<file path="src/rtl/queue_b.sv">
// Button-driven FIFO queue with debounced edge-pulse enqueue/dequeue.
// Optional macro QUEUE_OVERWRITE_EN: push on full overwrites the oldest entry.
module queue_b #(
  parameter int WIDTH = 8,
  parameter int AW    = 3
) (
  input  logic             clk,
  input  logic             reset,
  input  logic [WIDTH-1:0] Din,
  input  logic             push_btn,
  input  logic             pop_btn,
  output logic [WIDTH-1:0] Dout,
  output logic             empty,
  output logic             full,
  output logic [AW:0]      Count
);

  localparam int          DEPTH    = 1 << AW;
  localparam logic [AW:0] FULL_CNT = (AW+1)'(DEPTH);
  localparam logic [AW:0] CNT_ONE  = (AW+1)'(1);
  localparam logic [AW-1:0] PTR_ONE = AW'(1);

  logic             r_push_s1;
  logic             r_push_s2;
  logic             r_push_lock;
  logic             r_pop_s1;
  logic             r_pop_s2;
  logic             r_pop_lock;

  logic [WIDTH-1:0] r_mem [DEPTH];
  logic [AW-1:0]    r_wp;
  logic [AW-1:0]    r_rp;
  logic [AW:0]      r_cnt;
  logic [WIDTH-1:0] r_dout;

  logic             w_push;
  logic             w_pop;
  logic             w_empty;
  logic             w_full;
  logic             w_we;
  logic [AW-1:0]    w_wp_n;
  logic [AW-1:0]    w_rp_n;
  logic [AW:0]      w_cnt_n;
  logic [WIDTH-1:0] w_dout_n;

  // Lock is set by reset and only drops once the raw button is seen low,
  // so a press held across reset release never fires.
  always_ff @(negedge clk) begin
    if (reset) begin
      r_push_s1   <= 1'b0;
      r_push_s2   <= 1'b0;
      r_push_lock <= 1'b1;
      r_pop_s1    <= 1'b0;
      r_pop_s2    <= 1'b0;
      r_pop_lock  <= 1'b1;
    end else begin
      r_push_s1 <= push_btn;
      r_push_s2 <= r_push_s1;
      r_pop_s1  <= pop_btn;
      r_pop_s2  <= r_pop_s1;
      if (!push_btn) r_push_lock <= 1'b0;
      if (!pop_btn)  r_pop_lock  <= 1'b0;
    end
  end

  assign w_push  = r_push_s1 & ~r_push_s2 & ~r_push_lock;
  assign w_pop   = r_pop_s1  & ~r_pop_s2  & ~r_pop_lock;
  assign w_empty = (r_cnt == '0);
  assign w_full  = (r_cnt == FULL_CNT);

  always_comb begin
    w_we    = 1'b0;
    w_wp_n  = r_wp;
    w_rp_n  = r_rp;
    w_cnt_n = r_cnt;
    unique case ({w_push, w_pop})
      2'b10: begin
        if (!w_full) begin
          w_we    = 1'b1;
          w_wp_n  = r_wp + PTR_ONE;
          w_cnt_n = r_cnt + CNT_ONE;
        end
`ifdef QUEUE_OVERWRITE_EN
        else begin
          w_we   = 1'b1;
          w_wp_n = r_wp + PTR_ONE;
          w_rp_n = r_rp + PTR_ONE;
        end
`else
        else begin
          w_we = 1'b0;
        end
`endif
      end
      2'b01: begin
        if (!w_empty) begin
          w_rp_n  = r_rp + PTR_ONE;
          w_cnt_n = r_cnt - CNT_ONE;
        end
      end
      2'b11: begin
        w_we   = 1'b1;
        w_wp_n = r_wp + PTR_ONE;
        if (w_empty) w_cnt_n = CNT_ONE;
        else         w_rp_n  = r_rp + PTR_ONE;
      end
      default: begin
        w_we = 1'b0;
      end
    endcase
  end

  // Head comes from Din when this edge writes the slot it lands on.
  always_comb begin
    w_dout_n = '0;
    if (w_cnt_n != '0) begin
      if (w_we && (w_rp_n == r_wp)) w_dout_n = Din;
      else                          w_dout_n = r_mem[w_rp_n];
    end
  end

  always_ff @(negedge clk) begin
    if (!reset && w_we) r_mem[r_wp] <= Din;
  end

  always_ff @(negedge clk) begin
    if (reset) begin
      r_wp   <= '0;
      r_rp   <= '0;
      r_cnt  <= '0;
      r_dout <= '0;
    end else begin
      r_wp   <= w_wp_n;
      r_rp   <= w_rp_n;
      r_cnt  <= w_cnt_n;
      r_dout <= w_dout_n;
    end
  end

  assign Dout  = r_dout;
  assign Count = r_cnt;
  assign empty = w_empty;
  assign full  = w_full;

endmodule
</file>
<file path="config.mk">
export PLATFORM = sky130hd
export DESIGN_NAME = queue_b
export DESIGN_NICKNAME = d
export VERILOG_FILES = /design/src/rtl/queue_b.sv
export SDC_FILE = /design/constraint.sdc
export NUM_CORES = 1
export LEC_CHECK = 0
export ABC_AREA = 0
export CAP_MARGIN = 25
export CORE_MARGIN = 4
export CORE_UTILIZATION = 50
export DETAILED_ROUTE_END_ITERATION = 16
export PLACE_DENSITY = 0.8
export SLEW_MARGIN = 20
export SYNTH_ARGS = -nofsm -noshare
export SYNTH_HDL_FRONTEND = slang
export SYNTH_SLANG_ARGS = --single-unit
</file>
<file path="constraint.sdc">
create_clock -name clk -period 4.2 [get_ports clk]
set_input_delay 0.84 -clock clk [delete_from_list [all_inputs] [get_ports clk]]
set_output_delay 0.84 -clock clk [all_outputs]
set_load 0.05 [all_outputs]
</file>
==> results of run 1 <==
[cell type report]
type / instances / area [um^2] / area share (%)
clock buffer: 9 / 123.9 / 2.293
clock inverter: 95 / 419.2 / 7.760
inverter: 8 / 35.03 / 0.6486
multi-input combinational: 189 / 1738 / 32.18
sequential: 88 / 2405 / 44.52
tap: 105 / 131.4 / 2.432
timing repair buffer: 59 / 549.3 / 10.17
[path summary, 6_finish.rpt]
path | endpoint | cells after the start | slack (ns) | start
worst max-delay path | empty | 5 | -0.25 | Count[0]
worst min-delay path | r_push_lock | 2 | 0.47 | r_push_lock
worst max register to register | Dout[2] | 8 | 1.35 | r_rp[0]
worst min register to register | r_push_lock | 2 | 0.47 | r_push_lock
[logic make-up (layout without fill, tap and decap cells)]
family / Yosys count / in the layout / synth area share, %
muxes: 36 / 36 / 16.83
AOI/OAI and AO/OA: 54 / 54 / 9.248
adders and majority gates: 5 / 5 / 1.482
buffers and inverters: 26 / 171 / 2.905
and+or+nand+nor: 85 / 85 / 10.76
DFF: 88 / 88 / 56.91
xor gates and xnor gates: 9 / 9 / 1.867
[state kept, by name, indices dropped and copies added, names as in the netlist]
signal / flops
Count: 4
Dout: 8
r_mem: 64
r_pop_lock: 1
r_pop_s1: 1
r_pop_s2: 1
r_push_lock: 1
r_push_s1: 1
r_push_s2: 1
r_rp: 3
r_wp: 3
[per-layer routing]
metal	vias up	track usage, %	wire length, um	part of all wire (%)
met5	-	0	0	0
met4	0	13.34	255	2.5
met3	23	7.992	1048	10
met2	200	33.61	5029	50
met1	1570	26.82	3763	37
li1	1457	-	-	-
[critical path, delay by kind of cell, from the launching register on]
family                   cells  cell delay, ns
AND/OR/NAND/NOR              1            0.40
flip-flops                   1            0.31
buffers and inverters        3            0.26
adder cells (fa/ha/maj)      1            0.13
[through the flow]
stage               util, %  setup WS [ns]  cells  hold slack [ns]
floorplan                 -        -0.1037    303           0.4411
global placement      58.49        -0.1705    445           0.4532
detailed placement    58.49        -0.2050    445           0.4652
CTS                   65.42        -0.2693    550           0.4685
global route          65.74        -0.3272    553           0.4941
finish                65.74        -0.2509    553           0.4665
[timing repair]
| item | in CTS | in global routing |
|---|---|---|
| buffers inserted | 2 | 3 |
| resized for setup | 6 | 1 |
| endpoints found under the setup margin | 2 | 2 |
| pin swaps | 1 | 0 |
[power by group through the flow]
stage	Sequential, uW	Combinational [uW]	Clock [uW]
final	967	284	950
after global routing	967	302	1100
after CTS	966	276	983
after detailed placement	980	267	127
after global placement	979	262	127
after floorplan	1030	109	127
[layout by cell type (no fill, tap or decap), drive strengths merged, types with 7 or more instances in the layout]
cell type,n
inv,98
dfxtp,24
nand2,26
clkbuf,9
nor3,9
o21ai,7
a22oi,8
buf,48
mux2i,8
edfxtp,64
a21oi,18
nor2,19
mux4,28
clkdlybuf4s50,11
==> reports/qor.yml, run 1 <==
outcome: "complete, but fails checks"
violations: "setup timing"
n_fill_cell: 549
power.switching_uw: 771.9
cts_root_buf: "clkbuf_8"
insertion_delay_ns: 0.43
cts_made_buffers: 9
antenna_cells: 0
finalSetupViolCount: 2
clock_power_share_pct: 43.2
dp_hpwl_um: 6455
peakVddDrop_uv: 208.7
grt_pass1_vias: 3452
cpMaxStageDelayCell: "or3b_4"
portBuffers: 25
synth_top_area_share_pct: 45.52
die-area_um2: 9977
seq_area_frac_synth_pct: 56.91
slew_headroom_pct: 44.54
startpoint_type: "flip-flop"
synth_area_leaders: "edfxtp_1 (46%), mux4_2 (15%), dfxtp_1 (11%)"
antenna_found_initial: 0
rsz0062_at_grt: "true"
post-synth-top-area-cell: "edfxtp_1"
critical_path.cell_chain: "inv_2 > ha_4 > or3b_4 > clkinv_4 > buf_12"
ys_ff_latch: 88
layout.nets: 460
initial_utilization_pct: 51.38
grt_pass1_wl_um: 16620
path_clk_slew_ns: 0.04
drtIter0Drc: 340
hp-class: "reg -> reg"
htreeDepth: 3
clkSinkCount: 88
die_y_um: 99.89
power.density_nw_per_um2: 407.3
syn_area_um2: 4222
placed_cell_area_um2: 4806
intPower_uw: 1428
design_area_um2: 5401
endpoint_kind: "primary output"
leakagePower_uw: 0.002194
setup_tns_ns: -0.4416
finalMaxSlewViolations: 0
cp_max_fo: 2
combPwrFrac_pct: 12.9
ant_nets: 0
drive_gt1_share_pct: 25.89
dr_total_vias: 3250
synth-edff-count: 64
synthToLayoutAreaGrowth_pct: 27.95
drtPass1Iterations: 5
drv_cap: 0
viasPerCell: 5.877
grt_overflow_total: 0
seq_power_share_pct: 43.9
core_area_um2: 8217
power_uw: 2200
grt_usage_pct: 22.04
required_ns: 3.36
rows: 33
drc: 0
clockBufferDepth: 2
yosys_warnings: 0
skew_ns: 0.03288
yosysMostFrequentCell: "edfxtp_1"
crit_type: "reg -> out"
arrival_ns: 3.61
wl_per_cell_um: 18.26
place_congestion: 0.8224
grt_max_degree: 22
max_slew.worst_pin.slew_ns: 0.8308
syn_avg_cell_area_um2: 13.93
cts_tree: "done"
wl_um: 10100
io_pins: 26
dieWidth_um: 99.89
yosys-top-cells-count: "edfxtp_1 (64), mux4_2 (28), dfxtp_1 (24), nand2_1 (24)"
synthCells: 303
switching_share_pct: 35.09
fin_ws_ns: -0.2509
synth_ff_type: "edfxtp_1"
hold_viol: 0
synth_fp_nets: 320
ys_types: 51
ys_async_sr_fraction_pct: 0
cpPeakStageDelay_ns: 0.40
postCtsHoldBufs: 0
Note: power is estimated with default switching activity, not from simulation.
==> run 2: changes to the inputs <==
- REMOVE_ABC_BUFFERS: unset -> 1
==> run 2 against run 1 <==
Effect of this change:
- the flow still finishes with violations (setup timing)
- clock power fell by 8.1%
- cell count shrank 0.54%
- die area unchanged
- combinational power rose by 2%
- setup slack gained 0.030 ns
- utilization shrank 0.90 points
- non-clock buffer count fell by 2
- worst hold slack worse by 0.0032 ns
- via count decreased by 3.3%
- first-iteration DRC count down 22%
- sequential power about the same
- register-to-register slack about the same
- critical endpoint unchanged
==> reports/qor.yml, run 2 (synthesis gave the netlist of run 1 again) <==
grt_overflow_total: 0  # unchanged
skew_ns: 0.03409  # +0.001208 ns
antenna_cells: 0  # unchanged
cpPeakStageDelay_ns: 0.39  # about the same
r2r_slack_ns: 1.35  # about the same
grt_pass1_wl_um: 15020  # -9.6%
dr_total_vias: 3144  # -3.3%
grt_max_degree: 22  # unchanged
drv_cap: 0  # unchanged
finalSetupViolCount: 2  # unchanged
cpMaxStageDelayCell: "or3b_4"
path_clk_slew_ns: 0.04  # about the same
critPathTopFamily: "simple AND/OR/NAND/NOR gates"
die_y_um: 99.89  # unchanged
cts_tree: "done"
hp-class: "reg -> reg"
min_from: "r_pop_lock"
synthToLayoutAreaGrowth_pct: 26.20
critical_path.cell_chain: "inv_2 > ha_4 > or3b_4 > clkinv_4 > buf_12"
postCtsHoldBufs: 0  # unchanged
worst_hold_slack_ns: 0.4634  # -0.003152 ns
dp_hpwl_um: 5733  # -11%
slew_headroom_pct: 46.18  # +1.6 points
crit_type: "reg -> out"
cts_made_buffers: 9  # unchanged
hold_end: "r_pop_lock"
reg2reg_to: "Dout[0]"
drc: 0  # unchanged
startpoint_type: "flip-flop"
leakagePower_uw: 0.002167  # -1.3%
portBuffers: 25  # unchanged
hold_viol: 0  # unchanged
initial_utilization_pct: 51.38  # unchanged
grt_usage_pct: 19.85  # -2.2 points
core_area_um2: 8217  # unchanged
wl_um: 9368  # -7.2%
dieWidth_um: 99.89  # unchanged
clkSinkCount: 88  # unchanged
regMostFlops: "r_mem"
cp_max_fo: 2  # unchanged
instances_no_fill: 550  # -0.54%
drtPass1Iterations: 5  # unchanged
reg2regPathDepth: 12  # +4
viasPerCell: 5.716  # -2.7%
dp_cells: 442  # -0.67%
n_fill_cell: 592  # +7.8%
die-area_um2: 9977  # unchanged
insertion_delay_ns: 0.42  # about the same
outcome: "complete, but fails checks"
mostFrequentLayoutCells: "inv_1 (91), edfxtp_1 (64), buf_4 (39), mux4_2 (28), nand2_1 (24)"
required_ns: 3.36  # about the same
htreeDepth: 3  # unchanged
drtIter0Drc: 265  # -22%
endpoint_kind: "primary output"
reg2reg_from: "Count[0]"
rsz0062_at_grt: "true"
peakVddDrop_uv: 228.5  # +9.5%
utilization_pct: 64.84  # -0.90 points
whs_path_depth: 2  # unchanged
violations: "setup timing"
place_congestion: 0.9053  # +10%
rows: 33  # unchanged
io_pins: 26  # unchanged
arrival_ns: 3.58  # -0.03 ns
finalMaxSlewViolations: 0  # unchanged
ant_nets: 0  # unchanged
fin_ws_ns: -0.2207  # +0.03026 ns
drive_gt1_share_pct: 24.49  # -1.4 points
max_slew.worst_pin.slew_ns: 0.8065  # -0.02431 ns
wl_per_cell_um: 17.03  # -6.7%
grt_pass1_vias: 3203  # -7.2%
cts_root_buf: "clkbuf_8"
power.density_nw_per_um2: 399.8  # -1.9%
final_common_cell: "inv_1"
antenna_found_initial: 0  # unchanged
clockBufferDepth: 2  # unchanged
worst-path-buf-inv: 3  # unchanged
path_depth: 5  # unchanged
layout.nets: 458  # -0.43%
largest_reg_flops: 64  # unchanged
run 2: how the worst max path moves through the flow:
| stage | startpoint | end | slack (ns) |
|---|---|---|---|
| 2_1_floorplan | Count[0] | empty | -0.35 |
| 3_3_place_gp | reset | r_mem[0][3] | -0.16 |
| 3_5_place_dp | reset | r_mem[0][4] | -0.20 |
| 4_1_cts | Count[0] | empty | -0.24 |
| 5_1_grt | Count[1] | empty | -0.30 |
| 6_report | Count[0] | empty | -0.22 |
run 2: cell type report:
type / instances / area, um^2 / area share (%)
flip-flops and latches: 88 / 2405 / 45.14
multi-input cells: 189 / 1718 / 32.25
clock buffers: 9 / 123.9 / 2.325
clock inverters: 94 / 380.4 / 7.140
well taps: 105 / 131.4 / 2.466
repair buffers: 57 / 534.3 / 10.03
inverters: 8 / 35.03 / 0.6576
run 2: tightest hold or removal path: stages, from the launching register on:
cell	delay [ns]
dfxtp_1	0.32
nand2_1	0.06
nand2_1	0.04
run 2: layer usage:
metal,vias up,wire (um),GRT usage (%)
met4,0,223,11.76
met3,25,761,7.575
met2,147,4725,30.79
met5,-,0,0
li1,1451,-,-
met1,1521,3658,23.54
run 2: metrics by stage:
step | instance area [um^2] | TNS [ns] | setup WS [ns] | total power, uW
2_1_floorplan | 4138 | -4.170 | -0.3510 | 1257
3_3_place_gp | 4761 | -9.330 | -0.1596 | 1364
3_5_place_dp | 4761 | -12.30 | -0.1967 | 1369
4_1_cts | 5309 | -0.3426 | -0.2388 | 2162
5_1_grt | 5328 | -0.5571 | -0.2973 | 2300
6_report | 5328 | -0.4087 | -0.2207 | 2130
run 2: power by group:
group / switching [uW] / total [uW] / internal [uW]
sequential: 11.1 / 967 / 956
combinational: 166 / 290 / 124
clock: 541 / 873 / 332
total: 718 / 2130 / 1410
run 2: repair_timing:
action / CTS / global route
setup buffers: 4 / 2
pin swaps: 1 / 0
gates resized for setup: 8 / 1
endpoints found under the setup margin: 2 / 2
